## config.mk

```make
export PLATFORM = sky130hd
export DESIGN_NAME = sd_frame_loader
export DESIGN_NICKNAME = d
export VERILOG_FILES = /design/src/rtl/sd_frame_loader.sv
export SDC_FILE = /design/constraint.sdc
export NUM_CORES = 1
export LEC_CHECK = 0
export ABC_CLOCK_PERIOD_IN_PS = 3950
export BUFFER_PORTS_ARGS = -buffer_cell sky130_fd_sc_hd__clkbuf_2
export CORE_MARGIN = 5
export CORE_UTILIZATION = 57
export DETAILED_ROUTE_END_ITERATION = 10
export PLACE_DENSITY = 0.8
export SLEW_MARGIN = 20
export SYNTH_ARGS = -nofsm -noshare
export SYNTH_HDL_FRONTEND = slang
export SYNTH_SLANG_ARGS = --single-unit
```

## constraint.sdc

```tcl
create_clock -name clk -period 3.95 [get_ports clk]
set_input_delay 0.1975 -clock clk [delete_from_list [all_inputs] [get_ports clk]]
set_output_delay 0.1975 -clock clk [all_outputs]
set_load 0.01 [all_outputs]
```

## src/rtl/sd_frame_loader.sv

```systemverilog
// sd_frame_loader
//   Streams an RGB332 image (one byte per pixel, row-major) out of consecutive SD
//   sectors, packs PIX_PER_WORD pixels per BRAM word and writes them into a frame
//   BRAM. Independently converts the VGA (x, y) position into a BRAM read address
//   and turns the returned word into an RGB444 colour.
// Ports
//   clk, rst                    clock, synchronous active-high reset
//   start, imno                 load request pulse and image index
//   busy, loaded                load in progress / complete image present
//   sd_ready_for_read, sd_byte_available, sd_byte   status and data from sd_controller
//   sd_rd, sd_address           sector read request towards sd_controller
//   wr_en, wr_addr, wr_data     BRAM write port (one packed word per pulse)
//   x, y, rd_addr, rd_data      VGA position, BRAM read address, BRAM read data
//   red, green, blue            registered RGB444 pixel colour
module sd_frame_loader #(
  parameter int IMG_W        = 320,
  parameter int IMG_H        = 240,
  parameter int PIX_PER_WORD = 4,
  parameter int BASE_SECTOR  = 0,
  parameter int SCALE_SHIFT  = 1,
  parameter int FLIP_Y       = 1,
  parameter int IMNO_W       = 2,
  localparam int AW = $clog2(IMG_W * IMG_H / PIX_PER_WORD),
  localparam int DW = 8 * PIX_PER_WORD
) (
  input  logic              clk,
  input  logic              rst,
  input  logic              start,
  input  logic [IMNO_W-1:0] imno,
  output logic              busy,
  output logic              loaded,
  input  logic              sd_ready_for_read,
  input  logic              sd_byte_available,
  input  logic [7:0]        sd_byte,
  output logic              sd_rd,
  output logic [31:0]       sd_address,
  output logic              wr_en,
  output logic [AW-1:0]     wr_addr,
  output logic [DW-1:0]     wr_data,
  input  logic [9:0]        x,
  input  logic [9:0]        y,
  output logic [AW-1:0]     rd_addr,
  input  logic [DW-1:0]     rd_data,
  output logic [3:0]        red,
  output logic [3:0]        green,
  output logic [3:0]        blue
);

  localparam int BYTES = IMG_W * IMG_H;
  localparam int SPI   = (BYTES + 511) / 512;
  localparam int WPR   = IMG_W / PIX_PER_WORD;
  localparam int LW    = (PIX_PER_WORD > 1) ? $clog2(PIX_PER_WORD) : 1;

  typedef enum logic [2:0] {
    S_IDLE     = 3'd0,
    S_WAIT_RDY = 3'd1,
    S_REQ      = 3'd2,
    S_RECV     = 3'd3,
    S_DONE     = 3'd4
  } state_t;

  state_t            state_r, state_nxt_s;
  logic [IMNO_W-1:0] imno_r, imno_nxt_s;
  logic [31:0]       sector_r, sector_nxt_s;
  logic [31:0]       gidx_r, gidx_nxt_s;
  logic [31:0]       sd_addr_r, sd_addr_nxt_s;
  logic [8:0]        byte_cnt_r, byte_cnt_nxt_s;
  logic              busy_r, busy_nxt_s;
  logic              loaded_r, loaded_nxt_s;
  logic              sd_rd_r, sd_rd_nxt_s;
  logic              avail_prev_r;
  logic              byte_rise_s, byte_take_s, start_s;

  logic [DW-1:0]     shift_r;
  logic [LW-1:0]     lane_cnt_r;
  logic [AW-1:0]     word_cnt_r;
  logic              wr_en_r;
  logic [AW-1:0]     wr_addr_r;
  logic [DW-1:0]     wr_data_r;

  logic [9:0]        px_s, py_s;
  logic [31:0]       row_s;
  logic              in_range_s, in_range_r;
  logic [LW-1:0]     lane_s, lane_r;
  logic [7:0]        pix_s;
  logic [3:0]        red_r, green_r, blue_r;

  // Lane 0 sits in the most significant byte of the word.
  function automatic logic [7:0] pick_byte(input logic [DW-1:0] word, input logic [LW-1:0] lane);
    logic [7:0] b;
    b = 8'h00;
    for (int i = 0; i < PIX_PER_WORD; i++) begin
      if (LW'(i) == lane) begin
        b = word[(PIX_PER_WORD - 1 - i) * 8 +: 8];
      end
    end
    return b;
  endfunction

  assign busy       = busy_r;
  assign loaded     = loaded_r;
  assign sd_rd      = sd_rd_r;
  assign sd_address = sd_addr_r;
  assign wr_en      = wr_en_r;
  assign wr_addr    = wr_addr_r;
  assign wr_data    = wr_data_r;
  assign red        = red_r;
  assign green      = green_r;
  assign blue       = blue_r;

  // sd_byte_available is a level; a new byte is its 0->1 transition.
  assign byte_rise_s = sd_byte_available & ~avail_prev_r;
  assign start_s     = (state_r == S_IDLE) && start;
  // Bytes beyond the image in the last sector are counted but never packed.
  assign byte_take_s = (state_r == S_RECV) && byte_rise_s && (gidx_r < 32'(BYTES));

  // Load FSM: next state and next values of all FSM-owned registers.
  always_comb begin
    state_nxt_s    = state_r;
    imno_nxt_s     = imno_r;
    sector_nxt_s   = sector_r;
    gidx_nxt_s     = gidx_r;
    sd_addr_nxt_s  = sd_addr_r;
    byte_cnt_nxt_s = byte_cnt_r;
    busy_nxt_s     = busy_r;
    loaded_nxt_s   = loaded_r;
    sd_rd_nxt_s    = sd_rd_r;
    case (state_r)
      S_IDLE: begin
        if (start) begin
          imno_nxt_s     = imno;
          sector_nxt_s   = 32'd0;
          gidx_nxt_s     = 32'd0;
          byte_cnt_nxt_s = 9'd0;
          busy_nxt_s     = 1'b1;
          loaded_nxt_s   = 1'b0;
          state_nxt_s    = S_WAIT_RDY;
        end else begin
          state_nxt_s = S_IDLE;
        end
      end
      S_WAIT_RDY: begin
        if (sd_ready_for_read) begin
          sd_addr_nxt_s = 32'(BASE_SECTOR) + 32'(imno_r) * 32'(SPI) + sector_r;
          sd_rd_nxt_s   = 1'b1;
          state_nxt_s   = S_REQ;
        end else begin
          state_nxt_s = S_WAIT_RDY;
        end
      end
      S_REQ: begin
        // The controller drops ready once it has taken the request.
        if (!sd_ready_for_read) begin
          sd_rd_nxt_s = 1'b0;
          state_nxt_s = S_RECV;
        end else begin
          sd_rd_nxt_s = 1'b1;
          state_nxt_s = S_REQ;
        end
      end
      S_RECV: begin
        if (byte_rise_s) begin
          byte_cnt_nxt_s = byte_cnt_r + 9'd1;
          gidx_nxt_s     = gidx_r + 32'd1;
          if (byte_cnt_r == 9'd511) begin
            sector_nxt_s = sector_r + 32'd1;
            if (sector_r + 32'd1 == 32'(SPI)) begin
              state_nxt_s = S_DONE;
            end else begin
              state_nxt_s = S_WAIT_RDY;
            end
          end else begin
            state_nxt_s = S_RECV;
          end
        end else begin
          state_nxt_s = S_RECV;
        end
      end
      S_DONE: begin
        busy_nxt_s   = 1'b0;
        loaded_nxt_s = 1'b1;
        state_nxt_s  = S_IDLE;
      end
      default: begin
        state_nxt_s = S_IDLE;
      end
    endcase
  end

  // Load FSM state and control registers.
  always_ff @(posedge clk) begin
    if (rst) begin
      state_r      <= S_IDLE;
      imno_r       <= '0;
      sector_r     <= 32'd0;
      gidx_r       <= 32'd0;
      sd_addr_r    <= 32'd0;
      byte_cnt_r   <= 9'd0;
      busy_r       <= 1'b0;
      loaded_r     <= 1'b0;
      sd_rd_r      <= 1'b0;
      avail_prev_r <= 1'b0;
    end else begin
      state_r      <= state_nxt_s;
      imno_r       <= imno_nxt_s;
      sector_r     <= sector_nxt_s;
      gidx_r       <= gidx_nxt_s;
      sd_addr_r    <= sd_addr_nxt_s;
      byte_cnt_r   <= byte_cnt_nxt_s;
      busy_r       <= busy_nxt_s;
      loaded_r     <= loaded_nxt_s;
      sd_rd_r      <= sd_rd_nxt_s;
      avail_prev_r <= sd_byte_available;
    end
  end

  // Pixel packing: first byte ends up in the MSBs; a full word is written the cycle after its last byte.
  always_ff @(posedge clk) begin
    if (rst) begin
      shift_r    <= '0;
      lane_cnt_r <= '0;
      word_cnt_r <= '0;
      wr_en_r    <= 1'b0;
      wr_addr_r  <= '0;
      wr_data_r  <= '0;
    end else begin
      wr_en_r <= 1'b0;
      if (start_s) begin
        lane_cnt_r <= '0;
        word_cnt_r <= '0;
      end else if (byte_take_s) begin
        shift_r <= DW'({shift_r, sd_byte});
        if (lane_cnt_r == LW'(PIX_PER_WORD - 1)) begin
          wr_en_r    <= 1'b1;
          wr_data_r  <= DW'({shift_r, sd_byte});
          wr_addr_r  <= word_cnt_r;
          word_cnt_r <= word_cnt_r + AW'(1);
          lane_cnt_r <= '0;
        end else begin
          lane_cnt_r <= lane_cnt_r + LW'(1);
        end
      end
    end
  end

  assign px_s = x >> SCALE_SHIFT;
  assign py_s = y >> SCALE_SHIFT;

  // Readout address decode; out-of-range positions may wrap, the colour stage blanks them.
  always_comb begin
    in_range_s = (32'(px_s) < 32'(IMG_W)) && (32'(py_s) < 32'(IMG_H));
    if (FLIP_Y != 0) begin
      row_s = 32'(IMG_H - 1) - 32'(py_s);
    end else begin
      row_s = 32'(py_s);
    end
    rd_addr = AW'(row_s * 32'(WPR) + 32'(px_s) / 32'(PIX_PER_WORD));
    lane_s  = LW'(32'(px_s) % 32'(PIX_PER_WORD));
    pix_s   = pick_byte(rd_data, lane_r);
  end

  // Colour pipeline: lane and range flag align with rd_data, then RGB332 -> RGB444.
  always_ff @(posedge clk) begin
    if (rst) begin
      lane_r     <= '0;
      in_range_r <= 1'b0;
      red_r      <= 4'hF;
      green_r    <= 4'hF;
      blue_r     <= 4'hF;
    end else begin
      lane_r     <= lane_s;
      in_range_r <= in_range_s;
      if (!loaded_r) begin
        red_r   <= 4'hF;
        green_r <= 4'hF;
        blue_r  <= 4'hF;
      end else if (!in_range_r) begin
        red_r   <= 4'h0;
        green_r <= 4'h0;
        blue_r  <= 4'h0;
      end else begin
        red_r   <= {pix_s[7:5], 1'b0};
        green_r <= {pix_s[4:2], 1'b0};
        blue_r  <= {pix_s[1:0], 2'b00};
      end
    end
  end

endmodule

```

==> run summary <==
The library cells used most frequently in the layout, excluding fill and tap cells, are nand2_1, dfxtp_1, clkbuf_2. The clock arrives with 0.0217 ns of skew. After detailed routing, the number of remaining DRC violations is 0.

After detailed routing, the average wire length per cell comes to 15.9 um. The residual antenna-violating net count after detailed routing was 0. For the number of H-tree branching levels, the log shows 1. The hold violation total from the final report was 0; the minimum clock period was 3.24 ns. For the final net count, the log shows 1591. For this design, the sink count on the clock tree is 215.

After global routing the overflow that remains totals 0. From synthesis to final layout, the design area changed by 16.5%. The number of clock buffers added by TritonCTS is 24.

Gates resized during post-CTS repair numbered 0. The post-CTS setup-driven buffer insertion count was 0; the number of endpoints failing setup at the final stage was 0. The count of yosys warnings during synthesis came out at 0. After routing, the total negative slack on setup checks comes to 0 ns.

Setup repair after global routing left no endpoint under its margin. The run gives 0 as the initial antenna violation count. In this run the tool buffered the top-level ports with 166 buffer cells.

The tools report the tightest hold margin as 0.0712 ns. The aggregate global-route resource usage is 24.4%. STA classifies the critical path startpoint as a flip-flop. The number of flip-flops and latches in the synthesized netlist works out to 215. The critical path is of the flip-flop to flip-flop type. Derived from the worst setup path, the maximum achievable clock frequency is 308 MHz. The run gives 177 as the total I/O pin count. The run finished with clean final reports. The final standard cell count with taps included and fillers excluded was 1736; the half-perimeter wire length after placement was 18800 um. The number of different library cells used by synthesis comes to 66.

In the synthesized netlist the dominant register cell turns out to be dfxtp_1. Summing internal, switching and leakage power gives 0.00506 W. Most common library cell in the layout ignoring fill and taps: nand2_1. Averaged over all synthesized cells, the footprint is 7.97 sq um.

After clock tree synthesis, the clock-pin slew on the worst setup and hold paths is 0.06 ns. The tools report the total count of max-transition violations in the final report as 0. The tightest min-delay check is of the primary input to flip-flop type. For the number of global-route vias before repair, the log shows 9413. For the post-synthesis net count, the log shows 1475. Along the worst path, the maximum fanout reaches 8. The run gives 39.5% as the sequential element share of the synthesized area.

TritonCTS built the clock tree. In this run the standard cell core region covers 0.0188 sq mm. Entering global routing, the biggest net connects 90 pins. In this run, synthesis inferred 0 flip-flops with an integrated enable. The standard-cell row count came out at 50. For the cell area after technology mapping, the log shows 0.0109 sq mm.

The detailed-route vias per instance came out at 5.81. Summed over all cells, the static leakage comes to 4.71 nW. For this design the ratio of total power to cell area is 399 mW/mm^2. The logs give 4.37 ns for the critical path required time and 3 for the maximum count of clock buffers along a single path. The final-layout fill cell count is 1545, and the fraction of layout instances using a drive strength above 1 is 16.4%. The tools report the initial core utilization as 58.1%.

The tools report the clock tree root driver cell as clkbuf_16. For the pin with the worst max-slew slack, the measured transition is 1.03 ns. Synthesis handed over a netlist of 1368 instances. In this run, the number of DRC markers left after iteration 0 of detailed routing was 842. The final estimated routing congestion in global placement is 0.947, and the die height is 148 um. Measured along the x axis, the die boundary spans 148 um. The instance count after placement with tap cells included was 1676; the clock insertion delay at the later pin of the skew report was 0.52 ns.

The kind of end point of the critical path was a flip-flop. In this run the tightest slew margin relative to its limit is 31.2%. The pre-antenna-repair detailed-routing pass consisted of 5 iterations. Across the run, the number of max-cap violations was 0. The largest vdd supply drop came out at 0.342 mV. STA puts the critical path data arrival time at 3.66 ns. Of all flip-flops after synthesis, the portion carrying an async set or reset was 0%. The post-detailed-routing wire length is 27600 um, and the period utilization is 82.1%. The routed layout has 10100 vias.

The count of hold-fix buffers inserted at cts was 16; the global-route wire length before repair was 45800 um. The floorplan step defined a die boundary enclosing 0.0220 sq mm.
per-stage QoR:
| step | util (%) | area (sq um) | worst slack, ns |
|---|---|---|---|
| 6_report | 67.7 | 12700 | 0.707 |
| 5_1_grt | 67.7 | 12700 | 0.405 |
| 4_1_cts | 67.7 | 12700 | 0.689 |
| 3_5_place_dp | 62.3 | 11700 | 0.736 |
| 3_3_place_gp | 62.3 | 11700 | 0.801 |
| 2_1_floorplan | - | 10900 | 1.00 |
critical path: stages, from the launching register on:
cell       delay (ns)
dfxtp_1          0.43
inv_1            0.07
ha_1             0.27
inv_1            0.06
fa_1             0.42
a21o_1           0.19
a21oi_1          0.21
o21bai_1         0.13
a2111oi_2        0.62
buf_4            0.28
nor4_1           0.08
xnor2_1          0.15
a211oi_1         0.24
cell type report:
class	instances	area, sq um	area share, %
inverters	39	146	1.15
diodes	1	2.50	0.0197
clock inverters	17	239	1.88
multi-input cells	1009	6020	47.4
repair buffers	195	1090	8.59
flip-flops and latches	215	4300	33.9
clock buffers	26	608	4.79
well taps	234	293	2.31
logic make-up (layout without fill, tap and decap cells):
logic type	count (synthesis)	after routing	share of synthesized area (%)
muxes	12	12	2.02
xor gates and xnor gates	99	99	8.08
DFF	215	215	39.5
AOI/OAI and AO/OA	268	268	14.7
adders and majority gates	40	40	4.80
buffers and inverters	144	277	5.42
and+or+nand+nor	590	590	25.4
other	0	1	0
power by group:
part	leakage [nW]	internal, W	switching [W]
logic	2.57	0.000204	0.000272
clock network	0.404	0.00145	0.000917
registers	1.74	0.00219	0.0000246
sequential cells by signal, indices dropped and copies added, names as in the netlist, 2 cells and up:
| register | flops |
|---|---|
| gidx_r | 32 |
| sd_address | 32 |
| sector_r | 32 |
| wr_data | 32 |
| shift_r | 24 |
| word_cnt_r | 15 |
| wr_addr | 15 |
| byte_cnt_r | 9 |
| red | 4 |
| green | 3 |
| state_r | 3 |
| blue | 2 |
| imno_r | 2 |
| lane_cnt_r | 2 |
| lane_r | 2 |
cell usage after synthesis, types with 3 or more instances:
| master | instances | area, sq um |
|---|---|---|
| a2111oi_0 | 4 | 35.0 |
| a211oi_1 | 25 | 188 |
| a21o_1 | 9 | 67.6 |
| a21oi_1 | 146 | 731 |
| a311oi_1 | 14 | 123 |
| a31oi_1 | 5 | 31.3 |
| and2_1 | 6 | 37.5 |
| and3_1 | 16 | 100 |
| and4_1 | 5 | 43.8 |
| buf_1 | 4 | 15.0 |
| buf_2 | 9 | 45.0 |
| buf_4 | 10 | 75.1 |
| clkbuf_1 | 81 | 304 |
| dfxtp_1 | 215 | 4300 |
| fa_1 | 3 | 60.1 |
| ha_1 | 37 | 463 |
| inv_1 | 39 | 146 |
| mux2i_1 | 4 | 40.0 |
| mux4_2 | 8 | 180 |
| nand2_1 | 240 | 901 |
| nand2b_1 | 8 | 50.1 |
| nand3_1 | 38 | 190 |
| nand3b_1 | 7 | 52.6 |
| nand4_1 | 33 | 206 |
| nor2_1 | 123 | 462 |
| nor2b_1 | 6 | 37.5 |
| nor3_1 | 32 | 160 |
| nor4_1 | 28 | 175 |
| nor4_2 | 3 | 37.5 |
| o21a_1 | 3 | 22.5 |
| o21ai_0 | 38 | 190 |
| o21bai_1 | 6 | 45.0 |
| or2_1 | 3 | 18.8 |
| or2_2 | 6 | 37.5 |
| or3_1 | 18 | 113 |
| or4_1 | 5 | 37.5 |
| xnor2_1 | 63 | 552 |
| xor2_1 | 35 | 307 |
worst paths after layout:
path	endpoint	start	depth (start not counted)	slack [ns]
max	sd_address[21]$_SDFFE_PP0P_	imno_r[0]$_SDFFE_PP0P_	12	0.71
min reg2reg	shift_r[18]$_SDFFE_PP0P_	shift_r[18]$_SDFFE_PP0P_	2	0.45
max reg2reg	sd_address[21]$_SDFFE_PP0P_	imno_r[0]$_SDFFE_PP0P_	12	0.71
min	in_range_r$_SDFF_PP0_	y[9]	3	0.07
metal layers:
layer,track usage (%),vias up,wire length [um]
li1,-,4969,-
met1,32.9,4733,12200
met2,40.4,346,13100
met3,3.99,42,1810
met4,7.21,0,554
met5,0,-,0
Power figures use the tool's default switching activity.
